### config.mk
export PLATFORM = sky130hd
export DESIGN_NAME = sha_digest_reader_flat
export DESIGN_NICKNAME = d
export VERILOG_FILES = /design/src/rtl/lw_sha_pkg.sv /design/src/rtl/sha_digest_reader_if.sv /design/src/rtl/sha_digest_reader.sv /design/src/flat_wrapper.sv
export SDC_FILE = /design/constraint.sdc
export NUM_CORES = 1
export LEC_CHECK = 0
export CORE_ASPECT_RATIO = 0.8
export CORE_MARGIN = 2
export CORE_UTILIZATION = 38
export DETAILED_ROUTE_END_ITERATION = 7
export PLACE_DENSITY = 0.76
export SYNTH_ARGS = -nofsm -noshare
export SYNTH_HDL_FRONTEND = slang
export SYNTH_SLANG_ARGS = --single-unit
### constraint.sdc
create_clock -name clk_i -period 1.63 [get_ports clk_i]
set_clock_uncertainty 0.2 [all_clocks]
set_input_delay 0.326 -clock clk_i [delete_from_list [all_inputs] [get_ports clk_i]]
set_output_delay 0.326 -clock clk_i [all_outputs]
set_load 0.01 [all_outputs]
### src/rtl/lw_sha_pkg.sv
// Shared S32 SHA-256/224 definitions: stored-word format, digest reader states
// and the read_word decode used by every consumer of the state storage.
package lw_sha_pkg;

    localparam int WORD_SIZE = 32;
    localparam int NUM_WORDS = 8;

    typedef enum logic [2:0] {
        RD_IDLE,
        RD_READ,
        RD_CAPT,
        RD_SEND,
        RD_DONE
    } digest_rd_state_t;

    localparam logic [2:0] DIGEST_LAST_256 = 3'd7;
    localparam logic [2:0] DIGEST_LAST_224 = 3'd6;

    // Stored words carry an order flag above the data; a set flag means the
    // two halves were written swapped and must be swapped back.
    function automatic logic [WORD_SIZE-1:0] read_word(input logic [WORD_SIZE:0] w);
        return w[WORD_SIZE] ? {w[WORD_SIZE/2-1:0], w[WORD_SIZE-1:WORD_SIZE/2]}
                            : w[WORD_SIZE-1:0];
    endfunction

endpackage

### src/rtl/sha_digest_reader_if.sv
// State-storage read port plus the decoded digest stream of the digest reader.
interface sha_digest_reader_if #(
    parameter int WORD_SIZE = 32
);
    logic                 rd_en_o;
    logic [2:0]           rd_addr_o;
    logic [WORD_SIZE:0]   rd_data_i;
    logic [WORD_SIZE-1:0] dout_o;
    logic                 dout_valid_o;
    logic                 dout_ready_i;
    logic                 dout_last_o;

    modport master (
        output rd_en_o, rd_addr_o, dout_o, dout_valid_o, dout_last_o,
        input  rd_data_i, dout_ready_i
    );

    modport slave (
        input  rd_en_o, rd_addr_o, dout_o, dout_valid_o, dout_last_o,
        output rd_data_i, dout_ready_i
    );
endinterface

### src/rtl/sha_digest_reader.sv
// Unloads the final hash state word by word from core storage, decodes the
// order flag and streams H0..H7 (H0..H6 for SHA-224) over valid/ready.
module sha_digest_reader
    import lw_sha_pkg::*;
#(
    parameter int WORD_SIZE = lw_sha_pkg::WORD_SIZE,
    parameter int NUM_WORDS = lw_sha_pkg::NUM_WORDS
) (
    input  logic                clk_i,
    input  logic                rst_i,
    input  logic                start_i,
    input  logic                mode224_i,
    output logic                busy_o,
    output logic                done_o,
    sha_digest_reader_if.master bus
);

    localparam logic [2:0] LAST_FULL = (NUM_WORDS == 8) ? DIGEST_LAST_256
                                                        : 3'(NUM_WORDS - 1);

    digest_rd_state_t     state, state_nxt;
    logic [2:0]           idx;
    logic                 mode224;
    logic [WORD_SIZE-1:0] dout_q;
    logic                 valid_q;
    logic                 last_q;
    logic [2:0]           last_idx;
    logic                 handshake;

    assign last_idx  = mode224 ? DIGEST_LAST_224 : LAST_FULL;
    assign handshake = valid_q && bus.dout_ready_i;

    // NOTE: state registers use non-blocking assignments so every flop samples
    // the pre-edge values, independent of process ordering in simulation.
    always_ff @(posedge clk_i) begin
        if (rst_i) state <= RD_IDLE;
        else       state <= state_nxt;
    end

    // NOTE: default assignment first, so no path through the case leaves
    // state_nxt unassigned and no latch is inferred.
    always_comb begin
        state_nxt = state;
        case (state)
            RD_IDLE: if (start_i) state_nxt = RD_READ;
            RD_READ: state_nxt = RD_CAPT;
            RD_CAPT: state_nxt = RD_SEND;
            RD_SEND: if (handshake) state_nxt = last_q ? RD_DONE : RD_READ;
            RD_DONE: state_nxt = RD_IDLE;
            default: state_nxt = RD_IDLE;
        endcase
    end

    always_comb begin
        bus.rd_en_o   = (state == RD_READ);
        bus.rd_addr_o = idx;
        busy_o        = (state != RD_IDLE);
        done_o        = (state == RD_DONE);
    end

    // NOTE: the output word register is reset along with the control flops,
    // so a mid-unload reset leaves every visible output at zero.
    always_ff @(posedge clk_i) begin
        if (rst_i) begin
            idx     <= '0;
            mode224 <= 1'b0;
            dout_q  <= '0;
            valid_q <= 1'b0;
            last_q  <= 1'b0;
        end else begin
            case (state)
                RD_IDLE: begin
                    // Mode is captured only here, so a start during busy cannot change it.
                    if (start_i) begin
                        mode224 <= mode224_i;
                        idx     <= '0;
                    end
                end
                RD_CAPT: begin
                    dout_q  <= read_word(bus.rd_data_i);
                    valid_q <= 1'b1;
                    last_q  <= (idx == last_idx);
                end
                RD_SEND: begin
                    if (handshake) begin
                        valid_q <= 1'b0;
                        if (!last_q) idx <= idx + 3'd1;
                    end
                end
                default: ;
            endcase
        end
    end

    assign bus.dout_o       = dout_q;
    assign bus.dout_valid_o = valid_q;
    assign bus.dout_last_o  = last_q;

endmodule

### src/flat_wrapper.sv
// flat-port wrapper written by rule: the top's interface ports become plain ports
module sha_digest_reader_flat import lw_sha_pkg::*;
#(
    parameter int WORD_SIZE = lw_sha_pkg::WORD_SIZE,
    parameter int NUM_WORDS = lw_sha_pkg::NUM_WORDS
)
  (clk_i, rst_i, start_i, mode224_i, busy_o, done_o, bus_rd_en_o, bus_rd_addr_o, bus_dout_o, bus_dout_valid_o, bus_dout_last_o, bus_rd_data_i, bus_dout_ready_i);
  sha_digest_reader_if #(.WORD_SIZE(WORD_SIZE)) bus_i ();
  input  logic clk_i;
  input  logic rst_i;
  input  logic start_i;
  input  logic mode224_i;
  output logic busy_o;
  output logic done_o;
  output wire logic [$bits(bus_i.rd_en_o)-1:0] bus_rd_en_o;
  output wire logic [$bits(bus_i.rd_addr_o)-1:0] bus_rd_addr_o;
  output wire logic [$bits(bus_i.dout_o)-1:0] bus_dout_o;
  output wire logic [$bits(bus_i.dout_valid_o)-1:0] bus_dout_valid_o;
  output wire logic [$bits(bus_i.dout_last_o)-1:0] bus_dout_last_o;
  input wire logic [$bits(bus_i.rd_data_i)-1:0] bus_rd_data_i;
  input wire logic [$bits(bus_i.dout_ready_i)-1:0] bus_dout_ready_i;
  assign bus_rd_en_o = bus_i.rd_en_o;
  assign bus_rd_addr_o = bus_i.rd_addr_o;
  assign bus_dout_o = bus_i.dout_o;
  assign bus_dout_valid_o = bus_i.dout_valid_o;
  assign bus_dout_last_o = bus_i.dout_last_o;
  assign bus_i.rd_data_i = bus_rd_data_i;
  assign bus_i.dout_ready_i = bus_dout_ready_i;
  sha_digest_reader #(.WORD_SIZE(WORD_SIZE), .NUM_WORDS(NUM_WORDS)) u_core (.clk_i(clk_i), .rst_i(rst_i), .start_i(start_i), .mode224_i(mode224_i), .busy_o(busy_o), .done_o(done_o), .bus(bus_i));
endmodule
==> flow_metrics.tcl <==
set metrics [dict create \
    tightest_slew_ps 266 \
    avgRoutedWirePerCell_um 15.4 \
    critPathSlowestCell "or4b_4" \
    yosysMostFrequentCell "dfxtp_1" \
    synth-compound-area-share_pct 18.0 \
    synth-simple-area-share_pct 13.0 \
    yosys-top-cells-count "41 x dfxtp_1, 35 x nor2_1, 33 x mux2i_1" \
    yosysUniqueCellTypes 28 \
    grt_pass1_vias 1684 \
    synth_top_cell_by_area "dfxtp_1" \
    area_growth_pct 66.8 \
    n_antenna_cell 0 \
    setup_ws_ps -79.7 \
    dr_total_vias 1811 \
    rows 22 \
    ir_drop_v 0.000489 \
    power.density_mw_per_mm2 860 \
    grt_util_met2_pct 31.1 \
    holdBufCountCts 0 \
    ios 78 \
    viasPerCell 5.23 \
    worst-path-buf-inv 1 \
    yosys_warnings 0 \
    avgSynthCellArea_sq_um 9.62 \
    yosys.area.top_type_share_pct 44.7 \
    synth_area_leaders "dfxtp_1 45%, mux2i_1 18%, a211oi_1 13%" \
    cts_made_buffers 5 \
    cp.arrival_ps 1710 \
    gp_congestion 0.858 \
    slew_headroom_pct 82.1 \
    synth_seq_area_share_pct 44.7 \
    synthMuxAreaShare_pct 18.0 \
    status "finished, violations left" \
    io_buffers 77 \
    cts.sinks 41 \
    cp_max_fo 4 \
    cap_violations 0 \
    gr-total-overflow 0 \
    grt_max_degree 35 \
    place_ws_ps -376 \
    fmax_mhz 585 \
    setup_tns_ps -231 \
    crit_type "register to register" \
    dp_hpwl_um 3290 \
    whs_ps 296 \
    slew_viol_final 0 \
    endpoint_kind "register" \
    synth_top_flop_cell "dfxtp_1" \
    drtIter0Drc 37 \
    use_met1_pct 23.4 \
    cpPeakStageDelay_ps 550 \
    setup_violations 5 \
    coreArea_sq_mm 0.00462 \
    synth_xor_xnor_area_share_pct 0.477 \
    firstDrtPassIters 4 \
    start_kind "register" \
    syn-num-nets 230 \
    required_ps 1630 \
    async_flop_share_pct 0 \
    min_period_over_period_pct 105 \
    grt_pass1_wl_um 7890 \
    start_util_pct 39.7 \
    clock_latency_ps 300 \
    clockBufferDepth 2 \
    violations "negative setup slack" \
    die_w_um 81.7 \
    ant_nets 0 \
    drive_gt1_share_pct 21.0 \
    ys_seq_elements 41 \
    cts_tree "built" \
    h-tree-depth 2 \
    clkTransAtPathRegs_ps 80 \
    min_period_ps 1710 \
    holdCritPathClass "register to register" \
    grt.met3_usage_pct 6.69 \
    antenna_found_initial 0 \
    synth-adder-area-share_pct 0.681 \
    die_y_um 66.2 \
    routed_wl_um 5340 \
    nNetsFinal 324 \
    drc 0 \
    power.leakage_nw 1.36 \
    dieArea_sq_mm 0.00541 \
    grt_usage_pct 19.1 \
    cp_cell_sequence "buf_6 -> or4b_4 -> o21a_1 -> o221a_2" \
    crit_family "simple AND/OR/NAND/NOR gates" \
    rsz0062_at_grt "true" \
    synth_cells 191 \
    hold_viol_final 0 \
    syn_area_sq_mm 0.00184 \
    root_buffer "clkbuf_8" \
    synth_top_family_by_area "compound AO/OA/AOI/OAI gates" \
    synth_enable_flop_cells 0 \
    busiest_layer "met2" \
]
[layer usage]
| metal | vias to the layer above | routed length, um | part of all wire, % |
|---|---|---|---|
| li1 | 888 | - | - |
| met1 | 857 | 2510 | 47 |
| met2 | 57 | 2350 | 44 |
| met3 | 9 | 414 | 7.7 |
| met4 | 0 | 63 | 1.2 |
| met5 | - | 0 | 0 |
[power breakdown]
part	switching, W	internal [W]
Combinational	0.000303	0.000350
Sequential	0.0000440	0.00108
Clock	0.000358	0.000500
Total	0.000705	0.00193
[tightest hold or removal path, delay by kind of cell (launching register included)]
| family | cells | cell delay, ps |
|---|---|---|
| AO/OA/AOI/OAI | 1 | 50 |
| flip-flops | 1 | 310 |
| AND/OR/NAND/NOR | 1 | 90 |
[flip-flops by register name (all words and copies together), names as in the netlist]
register,flops
u_core.bus.dout_o,32
u_core.bus.rd_addr_o,3
u_core.mode224,1
u_core.bus.dout_last_o,1
u_core.bus.dout_valid_o,1
u_core.state,3
[cell type report]
class                           instances  area, sq um
Sequential cell                        41          828
Timing Repair Buffer                  104         1020
Clock inverter                          1         30.0
Clock buffer                            7         86.3
Multi-Input combinational cell        130         1010
Inverter                                3         11.3
Fill cell                             392         1560
Tap cell                               60         75.1
[through the flow]
step | area (sq um) | instances | power, W | util (%)
after detailed placement | 2780 | 330 | 0.00175 | 60.1
after floorplan | 1840 | 191 | 0.00142 | -
after global placement | 2780 | 330 | 0.00174 | 60.1
final | 3060 | 346 | 0.00264 | 66.2
after CTS | 2920 | 340 | 0.00258 | 63.1
after global routing | 3060 | 346 | 0.00276 | 66.2
[layout by cell type (no fill, tap or decap), drive strengths merged, types with 2 or more instances in the layout]
cell,n
o21ai,3
a31o,2
nand3b,3
nor3b,3
nor4,2
dfxtp,41
dlygate4sd2,37
nor2,35
a21oi,3
inv,3
mux2i,33
a211oi,32
clkdlybuf4s50,36
buf,29
nand2,2
clkbuf,9
[cell families (layout without fill, tap and decap cells)]
| logic type | count (synthesis) | in the layout |
|---|---|---|
| xor gates and xnor gates | 1 | 1 |
| adders and majority gates | 1 | 1 |
| AOI/OAI and AO/OA | 44 | 44 |
| buffers and inverters | 20 | 115 |
| muxes | 33 | 33 |
| and+or+nand+nor | 51 | 51 |
| DFF | 41 | 41 |
[what timing repair did]
item | 4_1_cts | 5_1_grt
gates cloned | 1 | 4
buffers inserted | 1 | 2
resized for setup | 57 | 17
pin swaps | 3 | 7
endpoints found under the setup margin | 54 | 40
[path summary, 6_finish.rpt]
check	from	endpoint	slack (ps)	depth (start not counted)
setup reg to reg	u_core.state[2]	u_core.bus.rd_addr_o[2]	-80	4
hold reg to reg	u_core.bus.dout_o[15]	u_core.bus.dout_o[15]	300	2
hold / removal	u_core.bus.dout_o[15]	u_core.bus.dout_o[15]	300	2
setup / recovery	u_core.state[2]	u_core.bus.rd_addr_o[2]	-80	4
No activity file was read; power rests on OpenSTA's default activity.
